**config.mk**
```make
export PLATFORM = sky130hd
export DESIGN_NAME = univ_shift_engine
export DESIGN_NICKNAME = d
export VERILOG_FILES = /design/src/rtl/shift_pkg.sv /design/src/rtl/shift_step.sv /design/src/rtl/univ_shift_engine.sv
export SDC_FILE = /design/constraint.sdc
export NUM_CORES = 1
export LEC_CHECK = 0
export CAP_MARGIN = 40
export CORE_MARGIN = 5
export CORE_UTILIZATION = 25
export CTS_CLUSTER_SIZE = 20
export DETAILED_ROUTE_END_ITERATION = 8
export SYNTH_ARGS = -nofsm -noshare
export SYNTH_HDL_FRONTEND = slang
export SYNTH_SLANG_ARGS = --single-unit
```
**constraint.sdc**
```tcl
create_clock -name clk -period 4.4 [get_ports clk]
set_input_delay 1.1 -clock clk [delete_from_list [all_inputs] [get_ports clk]]
set_output_delay 1.1 -clock clk [all_outputs]
set_load 0.05 [all_outputs]
```
**src/rtl/shift_pkg.sv**
```systemverilog
// Shared types and helpers for the universal shift engine: operation codes,
// FSM states and the effective-amount rule applied when a request is accepted.
package shift_pkg;

  typedef enum logic [2:0] {
    OP_SHL  = 3'd0,
    OP_SHR  = 3'd1,
    OP_SAR  = 3'd2,
    OP_ROL  = 3'd3,
    OP_ROR  = 3'd4,
    OP_SSL  = 3'd5,
    OP_SSR  = 3'd6,
    OP_LOAD = 3'd7
  } op_e;

  typedef enum logic [1:0] {
    IDLE  = 2'd0,
    SHIFT = 2'd1,
    DONE  = 2'd2
  } state_e;

  // Rotating by a multiple of the width is a no-op, so rotates wrap; plain
  // shifts saturate at the width because every bit is gone by then.
  function automatic int unsigned eff_amount(input op_e         op,
                                             input int unsigned amount,
                                             input int unsigned width);
    int unsigned result;
    case (op)
      OP_ROL, OP_ROR: result = amount % width;
      OP_LOAD:        result = 0;
      default:        result = (amount > width) ? width : amount;
    endcase
    return result;
  endfunction

endpackage

```
**src/rtl/shift_step.sv**
```systemverilog
// Combinational single-position step of the universal shifter: produces the
// next word and the bit that leaves the word for the given operation.
module shift_step
  import shift_pkg::*;
#(
  parameter int WIDTH = 8
) (
  input  logic [WIDTH-1:0] i_word,
  input  op_e              i_op,
  input  logic             i_ser_in,
  output logic [WIDTH-1:0] o_next_word,
  output logic             o_out_bit
);

  always_comb begin
    // NOTE: every output gets a default first so no path can infer a latch.
    o_next_word = i_word;
    o_out_bit   = 1'b0;
    case (i_op)
      OP_SHL: begin
        o_next_word = {i_word[WIDTH-2:0], 1'b0};
        o_out_bit   = i_word[WIDTH-1];
      end
      OP_SHR: begin
        o_next_word = {1'b0, i_word[WIDTH-1:1]};
        o_out_bit   = i_word[0];
      end
      OP_SAR: begin
        o_next_word = {i_word[WIDTH-1], i_word[WIDTH-1:1]};
        o_out_bit   = i_word[0];
      end
      OP_ROL: begin
        o_next_word = {i_word[WIDTH-2:0], i_word[WIDTH-1]};
        o_out_bit   = i_word[WIDTH-1];
      end
      OP_ROR: begin
        o_next_word = {i_word[0], i_word[WIDTH-1:1]};
        o_out_bit   = i_word[0];
      end
      OP_SSL: begin
        o_next_word = {i_word[WIDTH-2:0], i_ser_in};
        o_out_bit   = i_word[WIDTH-1];
      end
      OP_SSR: begin
        o_next_word = {i_ser_in, i_word[WIDTH-1:1]};
        o_out_bit   = i_word[0];
      end
      default: begin
        o_next_word = i_word;
        o_out_bit   = 1'b0;
      end
    endcase
  end

endmodule

```
**src/rtl/univ_shift_engine.sv**
```systemverilog
// Multi-cycle universal shift/rotate engine: one bit position per clock for a
// run-time amount, with start/busy/done handshake and synchronous clear.
module univ_shift_engine
  import shift_pkg::*;
#(
  parameter int WIDTH = 8,
  parameter int CNT_W = $clog2(WIDTH) + 1
) (
  input  logic             clk,
  input  logic             rst,
  input  logic             clr,
  input  logic             start,
  input  logic [2:0]       op,
  input  logic [CNT_W-1:0] amount,
  input  logic [WIDTH-1:0] data_in,
  input  logic             ser_in,
  output logic             busy,
  output logic             done,
  output logic [WIDTH-1:0] data_out,
  output logic             ser_out
);

  localparam int unsigned WIDTH_U = WIDTH;

  state_e           r_state, w_state_nxt;
  op_e              r_op,    w_op_nxt;
  logic [CNT_W-1:0] r_cnt,   w_cnt_nxt;
  logic [WIDTH-1:0] r_data,  w_data_nxt;
  logic             r_ser,   w_ser_nxt;

  logic [WIDTH-1:0] w_step_word;
  logic             w_step_bit;
  logic [CNT_W-1:0] w_eff;

  assign w_eff = CNT_W'(eff_amount(op_e'(op), 32'(amount), WIDTH_U));

  shift_step #(.WIDTH(WIDTH)) u_step (
    .i_word      (r_data),
    .i_op        (r_op),
    .i_ser_in    (ser_in),
    .o_next_word (w_step_word),
    .o_out_bit   (w_step_bit)
  );

  always_comb begin
    w_state_nxt = r_state;
    w_op_nxt    = r_op;
    w_cnt_nxt   = r_cnt;
    w_data_nxt  = r_data;
    w_ser_nxt   = r_ser;
    if (clr) begin
      w_state_nxt = IDLE;
      w_cnt_nxt   = '0;
      w_data_nxt  = '0;
      w_ser_nxt   = 1'b0;
    end else begin
      case (r_state)
        IDLE, DONE: begin
          // A new request is taken from DONE too, giving back-to-back operation.
          if (start) begin
            w_data_nxt  = data_in;
            w_op_nxt    = op_e'(op);
            w_cnt_nxt   = w_eff;
            w_state_nxt = (w_eff != '0) ? SHIFT : DONE;
          end else begin
            w_state_nxt = IDLE;
          end
        end
        SHIFT: begin
          w_data_nxt = w_step_word;
          w_ser_nxt  = w_step_bit;
          w_cnt_nxt  = r_cnt - CNT_W'(1);
          if (r_cnt == CNT_W'(1)) w_state_nxt = DONE;
        end
        default: w_state_nxt = IDLE;
      endcase
    end
  end

  always_ff @(posedge clk or negedge rst) begin
    if (!rst) begin
      r_state <= IDLE;
      r_op    <= OP_SHL;
      r_cnt   <= '0;
      r_data  <= '0;
      r_ser   <= 1'b0;
    end else begin
      // NOTE: non-blocking assignments keep every register sampling pre-edge values.
      r_state <= w_state_nxt;
      r_op    <= w_op_nxt;
      r_cnt   <= w_cnt_nxt;
      r_data  <= w_data_nxt;
      r_ser   <= w_ser_nxt;
    end
  end

  assign busy     = (r_state == SHIFT);
  assign done     = (r_state == DONE);
  assign data_out = r_data;
  assign ser_out  = r_ser;

endmodule

```
== Word-level counts from Yosys, hierarchy flattened ==
Index checks and enable logic that the tools add are counted.

* $add $sub $neg: 1
* Magnitude comparators: 1
* Equal/unequal tests: 17
* Muxes and demuxes: 17
* Bitwise logic cells: 1
* Reduce and logical (&&, ||, !) cells: 13

{| class="wikitable"
|+ Operators with widths
! kind !! number
|-
| case mux 8 bit (7 select lines) || 1
|-
| two-way mux 8 bit || 2
|-
| case mux 4 bit (2 select lines) || 2
|-
| case mux 8 bit (2 select lines) || 1
|-
| equality test 3 bit (second input constant) || 5
|-
| two-way mux 4 bit || 3
|-
| equality test 3 x 2 -> 1 bit (second input constant) || 3
|-
| inequality test 9 x 2 -> 1 bit (second input constant) || 1
|-
| two-way mux 2 bit || 4
|-
| inequality test 8 x 2 -> 1 bit (second input constant) || 1
|-
| inequality test 3 bit (second input constant) || 2
|-
| AND reduction 3 bit || 2
|-
| equality test 4 x 1 -> 1 bit (second input constant) || 1
|-
| greater-than comparator 4 bit (second input constant) || 1
|-
| case mux 2 bit (2 select lines) || 1
|-
| AND reduction 4 bit || 1
|-
| nonzero test 4 bit || 1
|-
| OR reduction 2 bit || 2
|-
| OR reduction 4 bit || 1
|-
| subtractor 4 x 1 -> 4 bit (second input constant) || 1
|-
| equality test 3 x 1 -> 1 bit (second input constant) || 1
|-
| zero test 3 bit || 1
|-
| inequality test 3 x 2 -> 1 bit (second input constant) || 1
|-
| nonzero test 3 bit || 1
|-
| 9 further kinds || 10
|}

* Register bits: 18
* Input bits: 20
* Word-level logic and storage cells: 56

== Logic depth before layout (Yosys ltp) ==
Gate-level depths: netlist (run 1).

* Depth in word-level cells: 8
* Depth in mapped cells: 6

== By module ==
A second synthesis (run 1) with hierarchy kept.

* Cells, all modules: 169
* Area total of the unflattened synthesis: 1,491.4 µm²

{| class="wikitable"
|+ By module, submodules not included
! module !! instances !! cells an instance !! area an instance (µm²) !! sequential area each (µm²)
|-
| univ_shift_engine || 1 || 105 || 998.5 || 450.4
|-
| shift_step || 1 || 64 || 493.0 || 0.0
|}

== Worst setup path after synthesis (run 1) ==
Ideal clock, no wire load.

* Path kind: reg2out
* From: register r_state[0]
* To: output done
* Arrival time: 1.103 ns
* Required time: 3.300 ns
* Path slack: 2.197 ns
* Cell stages (with the launch flop): 2
* Path buffers: 0
* Path through: dfrtp_1 > nor2b_1

* Longest elaborated chain between the ends: 1

{| class="wikitable"
|+ Ends and longest elaborated chain
! element !! line !! source
|-
| start: declaration || univ_shift_engine.sv:25 || <nowiki>state_e r_state, w_state_nxt;</nowiki>
|-
| start signal: assignment || univ_shift_engine.sv:89 || <nowiki>r_state <= w_state_nxt;</nowiki>
|-
| equality test 2 bit || univ_shift_engine.sv:98 || <nowiki>assign done = (r_state == DONE);</nowiki>
|-
| end: declaration || univ_shift_engine.sv:18 || <nowiki>output logic done,</nowiki>
|}

Every way passes these cells.

== Worst setup path in the final report (run 1) ==
* From: register r_state[1]
* To: output busy

* Longest elaborated chain between the ends: 1

{| class="wikitable"
|+ Ends and longest elaborated chain
! element !! line !! source
|-
| equality test 2 x 1 -> 1 bit || univ_shift_engine.sv:97 || <nowiki>assign busy = (r_state == SHIFT);</nowiki>
|-
| end: declaration || univ_shift_engine.sv:17 || <nowiki>output logic busy,</nowiki>
|}

Every way passes these cells.

==> results of run 1 <==
[per-stage QoR]
step                      util (%)  power [mW]  hold WS (ns)
after floorplan                  -       0.395         0.494
after global placement        32.5       0.467         0.540
after detailed placement      32.7       0.469         0.530
after CTS                     33.6       0.589         0.547
after global routing          33.6       0.615         0.569
final                         33.6       0.584         0.554
[worst max-delay path by stage]
stage / cells past startpoint / slack [ns] / end
floorplan: 1 / 2.20 / done
global placement: 4 / 1.52 / r_op[1]$_DFFE_PN0P_
finish: 3 / 1.31 / busy
CTS: 3 / 1.29 / busy
detailed placement: 4 / 1.49 / r_op[2]$_DFFE_PN0P_
global route: 3 / 1.24 / busy
[flip-flops by register name, indices dropped and copies added, names as in the netlist]
name      cells
data_out      8
r_cnt         4
r_op          3
r_state       2
ser_out       1
[synth_stat cells (all sizes together) (2+ instances only)]
master and number:
mux2i 8, ha 2, a21oi 5, buf 6, or3b 2, nand2 12, o21ai 10, a31oi 2
nand2b 2, nor2 13, nand3 5, inv 4, nor2b 7, o211ai 8, a211o 2, dfrtp 18
nor3b 2, nor3 4, mux2 5
[layer usage]
metal	wire length, um	global-route usage (%)	share of wire (%)	vias to the layer above
li1	-	-	-	541
met3	229	3.63	7.0	2
met4	10	1.55	0.31	0
met5	0	0	0	-
met1	1480	13.1	45	524
met2	1560	18.3	48	30
[kinds of logic after synthesis]
kind of cell             synth area share, %
buffers and inverters                   4.20
flip-flops                              37.8
adder cells (fa/ha/maj)                 2.10
AND/OR/NAND/NOR                         23.7
multiplexers                            11.4
AO/OA/AOI/OAI                           20.8
[critical path, stage by stage (launching register included)]
cell             delay, ns
dfrtp_1               0.42
nand2b_2              0.26
inv_1                 0.21
clkdlybuf4s50_1       0.84
[power by group]
group	internal, mW	switching (mW)	leakage [nW]	total (mW)
Clock	0.0609	0.0567	0.0216	0.118
Sequential	0.190	0.0432	0.234	0.233
Combinational	0.105	0.128	0.378	0.233
[area by class of cell]
cell class	count	area, um2
clock buffer	3	41.3
fill	495	3110
inverter	4	15.0
multi-input combinational	104	692
sequential	18	450
tap	54	67.6
timing repair buffer	31	312
==> flow_metrics.env, run 1 <==
export IMPL_synthFlopType="dfrtp_1"
export IMPL_via_count=1097
export IMPL_syn_to_final_growth_pct=32.3
export IMPL_hpwl_um=2540
export IMPL_r2r_slack_ns=2.61
export IMPL_hold_buffers=0
export IMPL_fin_skew_ns=0.00256
export IMPL_final_nets=184
export IMPL_crit_fanout=7
export IMPL_layout_setup_ws_ns=1.31
export IMPL_cap_viol_max_count=0
export IMPL_synth_seq_area_share_pct=37.8
export IMPL_cts_tree="done"
export IMPL_hold_path_class="reg2reg"
export IMPL_drive_gt1_share_pct=9.38
export IMPL_diodes=0
export IMPL_maxSlewHeadroom_pct=58.2
export IMPL_postCtsSetupBuffers=0
export IMPL_grtUsageTotal_pct=10.6
export IMPL_clk_path_buf_depth=2
export IMPL_core_um2=4690
export IMPL_p_leak_nw=0.634
export IMPL_place_area_um2=1540
export IMPL_final_common_cell="clkdlybuf4s50_1"
export IMPL_power_density_nw_per_um2=370
export IMPL_outcome="completed"
export IMPL_fin_tns_setup_ns=0
export IMPL_drtAntennaViolNets=0
export IMPL_grt_max_degree=14
export IMPL_layout_min_cycle_time_ns=3.09
export IMPL_clkSinkCount=18
export IMPL_r2r_end="r_op[0]$_DFFE_PN0P_"
export IMPL_startpoint="r_state[1]$_DFFE_PN0P_"
export IMPL_dp_cells=211
export IMPL_ctsRootBufferMaster="clkbuf_8"
export IMPL_synth_top_area_share_pct=37.8
export IMPL_rsz0062_at_grt="no"
export IMPL_grt_overflow=0
export IMPL_cts_resized_gates=0
export IMPL_ys_async_sr_fraction_pct=100
export IMPL_drc=0
export IMPL_min_to="r_cnt[2]$_DFFE_PN0P_"
export IMPL_synth_area_leaders="dfrtp_1 (38%), mux2i_1 (6.7%), o211ai_1 (5.0%)"
export IMPL_syn_area_per_cell_um2=9.03
export IMPL_setup_viol=0
export IMPL_finalCritPeriodShare_pct=70.2
export IMPL_synth_fp_nets=154
export IMPL_grt_pass1_wl_um=5290
export IMPL_netlist_area_um2=1190
export IMPL_final_cell_mix="clkdlybuf4s50_1 (30), dfrtp_1 (18), nand2_1 (12), nor2_1 (12), o21ai_0 (10)"
export IMPL_clkLatencyLatePin_ns=0.26
export IMPL_fmax_mhz=324
export IMPL_synth_edf_count=0
export IMPL_cp_start_kind="flip-flop"
export IMPL_ys_types=40
export IMPL_reg2reg_depth=3
export IMPL_grt_pass1_vias=1099
export IMPL_ios=31
export IMPL_design_area_um2=1580
export IMPL_cts_clk_slew_worst_paths_ns=0.07
export IMPL_dieArea_um2=6250
export IMPL_cp_required_ns=3.30
export IMPL_vdd_drop_max_mv=0.0985
export IMPL_post_place_ws_ns=1.49
export IMPL_synth_seq_cells=18
export IMPL_via_per_inst=5.13
export IMPL_final_cell_count_no_fill=214
export IMPL_hp_start="r_cnt[2]$_DFFE_PN0P_"
export IMPL_syn_inst=132
export IMPL_antenna_found_initial=0
export IMPL_hold_viol=0
export IMPL_synth_warnings=0
export IMPL_start_util_pct=25.4
export IMPL_die_x_um=79.1
export IMPL_end_kind="output port"
export IMPL_rows=25
export IMPL_min_path_cells=1
export IMPL_reg2reg_from="r_state[0]$_DFFE_PN0P_"
export IMPL_worst_pin_slew_ns=0.624
export IMPL_drv_slew=0
export IMPL_firstDrtPassIters=4
export IMPL_gp_congestion=0.782
export IMPL_crit_type="reg2out"
export IMPL_numCtsBuffers=3
export IMPL_drtIter0Drc=68
export IMPL_arrival_ns=1.99
export IMPL_yosysTopAreaCell="dfrtp_1"
export IMPL_cts_max_level=1
export IMPL_die_y_um=79.1
export IMPL_avgRoutedWirePerCell_um=15.3
export IMPL_port_buffers=30
export IMPL_wl_um=3280
No activity file was read; power rests on OpenSTA's default activity.
==> inputs of run 2 (changes only) <==
clock period = 3.1 ns   (was 4.4 ns; I/O delays follow)
==> flow_metrics.env, run 2 (synthesis results as in run 1) <==
export IMPL_final_cell_mix="clkdlybuf4s50_1 (30), dfrtp_1 (18), nand2_1 (12), nor2_1 (12), o21ai_0 (10)"
export IMPL_grt_pass1_vias=1160
export IMPL_cts_max_level=1
export IMPL_post_place_ws_ns=0.507
export IMPL_start_util_pct=25.4
export IMPL_ios=31
export IMPL_cts_clk_slew_worst_paths_ns=0.07
export IMPL_layout_setup_ws_ns=0.350
export IMPL_path_cells="nand2b_2 -> inv_1 -> clkdlybuf4s50_1"
export IMPL_maxSlewHeadroom_pct=52.9
export IMPL_crit_fanout=7
export IMPL_wl_um=3240
export IMPL_hpwl_um=2540
export IMPL_fin_skew_ns=0.00255
export IMPL_antenna_found_initial=0
export IMPL_ctsRootBufferMaster="clkbuf_8"
export IMPL_p_leak_nw=0.643
export IMPL_fin_tns_setup_ns=0
export IMPL_finalCritPeriodShare_pct=88.7
export IMPL_firstDrtPassIters=4
export IMPL_drive_gt1_share_pct=9.94
export IMPL_cap_viol_max_count=0
export IMPL_dieArea_um2=6250
export IMPL_cts_resized_gates=0
export IMPL_grt_pass1_wl_um=5670
export IMPL_outcome="completed"
export IMPL_path_buf_inv=2
export IMPL_via_count=1115
export IMPL_cp_start_kind="flip-flop"
export IMPL_rows=25
export IMPL_setup_viol=0
export IMPL_dp_cells=211
export IMPL_hold_path_class="reg2reg"
export IMPL_design_area_um2=1600
export IMPL_crit_family="buffers and inverters"
export IMPL_final_cell_count_no_fill=215
export IMPL_fillers=507
export IMPL_crit_type="reg2out"
export IMPL_multiInputGateArea_um2=692
export IMPL_avgRoutedWirePerCell_um=15.1
export IMPL_worst_pin_slew_ns=0.703
export IMPL_gp_congestion=0.797
export IMPL_power_mw=0.857
export IMPL_place_area_um2=1540
export IMPL_port_buffers=30
export IMPL_grt_overflow=0
export IMPL_core_um2=4690
export IMPL_postCtsSetupBuffers=0
export IMPL_arrival_ns=1.97
export IMPL_drv_slew=0
export IMPL_drtAntennaViolNets=0
export IMPL_largest_reg_flops=8
export IMPL_via_per_inst=5.19
export IMPL_grt_max_degree=14
export IMPL_hold_buffers=0
export IMPL_slowest_delay_ns=0.85
export IMPL_diodes=0
export IMPL_power_density_nw_per_um2=537
export IMPL_rsz0062_at_grt="no"
export IMPL_final_core_util_pct=34.0
export IMPL_register_area_um2=450
export IMPL_fmax_mhz=364
export IMPL_grtUsageTotal_pct=11.3
export IMPL_hold_slack_ns=0.543
export IMPL_cp_required_ns=2.32
export IMPL_clkLatencyLatePin_ns=0.25
export IMPL_end_kind="output port"
export IMPL_numCtsBuffers=3
export IMPL_clk_path_buf_depth=2
export IMPL_syn_to_final_growth_pct=33.8
export IMPL_die_y_um=79.1
export IMPL_final_nets=184
export IMPL_vdd_drop_max_mv=0.221
export IMPL_final_common_cell="clkdlybuf4s50_1"
export IMPL_drc=0
export IMPL_clkSinkCount=18
export IMPL_hold_viol=0
export IMPL_drtIter0Drc=87
export IMPL_die_x_um=79.1
export IMPL_cts_tree="done"
export IMPL_cpMaxStageDelayCell="clkdlybuf4s50_1"
export IMPL_layout_min_cycle_time_ns=2.75
==> run 2: metal layers <==
metal  GRT usage (%)  vias up  share of wire [%]
met5               0        -                  0
met4            1.37        0                  0
met3            3.63        0                6.1
met2            17.8       29                 45
met1            15.5      544                 49
li1                -      542                  -
==> run 2: worst paths after layout <==
path,slack [ns],from,cells past startpoint,end
worst min-delay path,0.54,r_cnt[2]$_DFFE_PN0P_,1,r_cnt[2]$_DFFE_PN0P_
worst min register to register,0.54,r_cnt[2]$_DFFE_PN0P_,1,r_cnt[2]$_DFFE_PN0P_
max in group asynchronous,1.83,rst,2,r_state[1]$_DFFE_PN0P_
worst max-delay path,0.35,r_state[1]$_DFFE_PN0P_,3,busy
min in group asynchronous,0.83,rst,1,data_out[3]$_DFFE_PN0P_
worst max register to register,1.32,r_state[0]$_DFFE_PN0P_,3,r_op[0]$_DFFE_PN0P_
==> run 2: final cells by class <==
type / instances / share of cell area (%)
repair buffers: 31 / 19.8
flip-flops and latches: 18 / 28.2
well taps: 54 / 4.24
inverters: 4 / 0.941
clock buffers: 4 / 3.45
multi-input cells: 104 / 43.4
==> run 2: power by group <==
group / leakage (nW) / total [mW] / switching [mW] / internal [mW]
Sequential: 0.234 / 0.330 / 0.0600 / 0.270
Combinational: 0.379 / 0.332 / 0.183 / 0.149
Clock: 0.0288 / 0.196 / 0.0830 / 0.113
==> run 2: worst register-to-register path, stage by stage, from the launching register on <==
cell and delay, ns:
dfrtp_1 0.44, nor2b_1 0.38, and2b_1 0.48, mux2_2 0.39
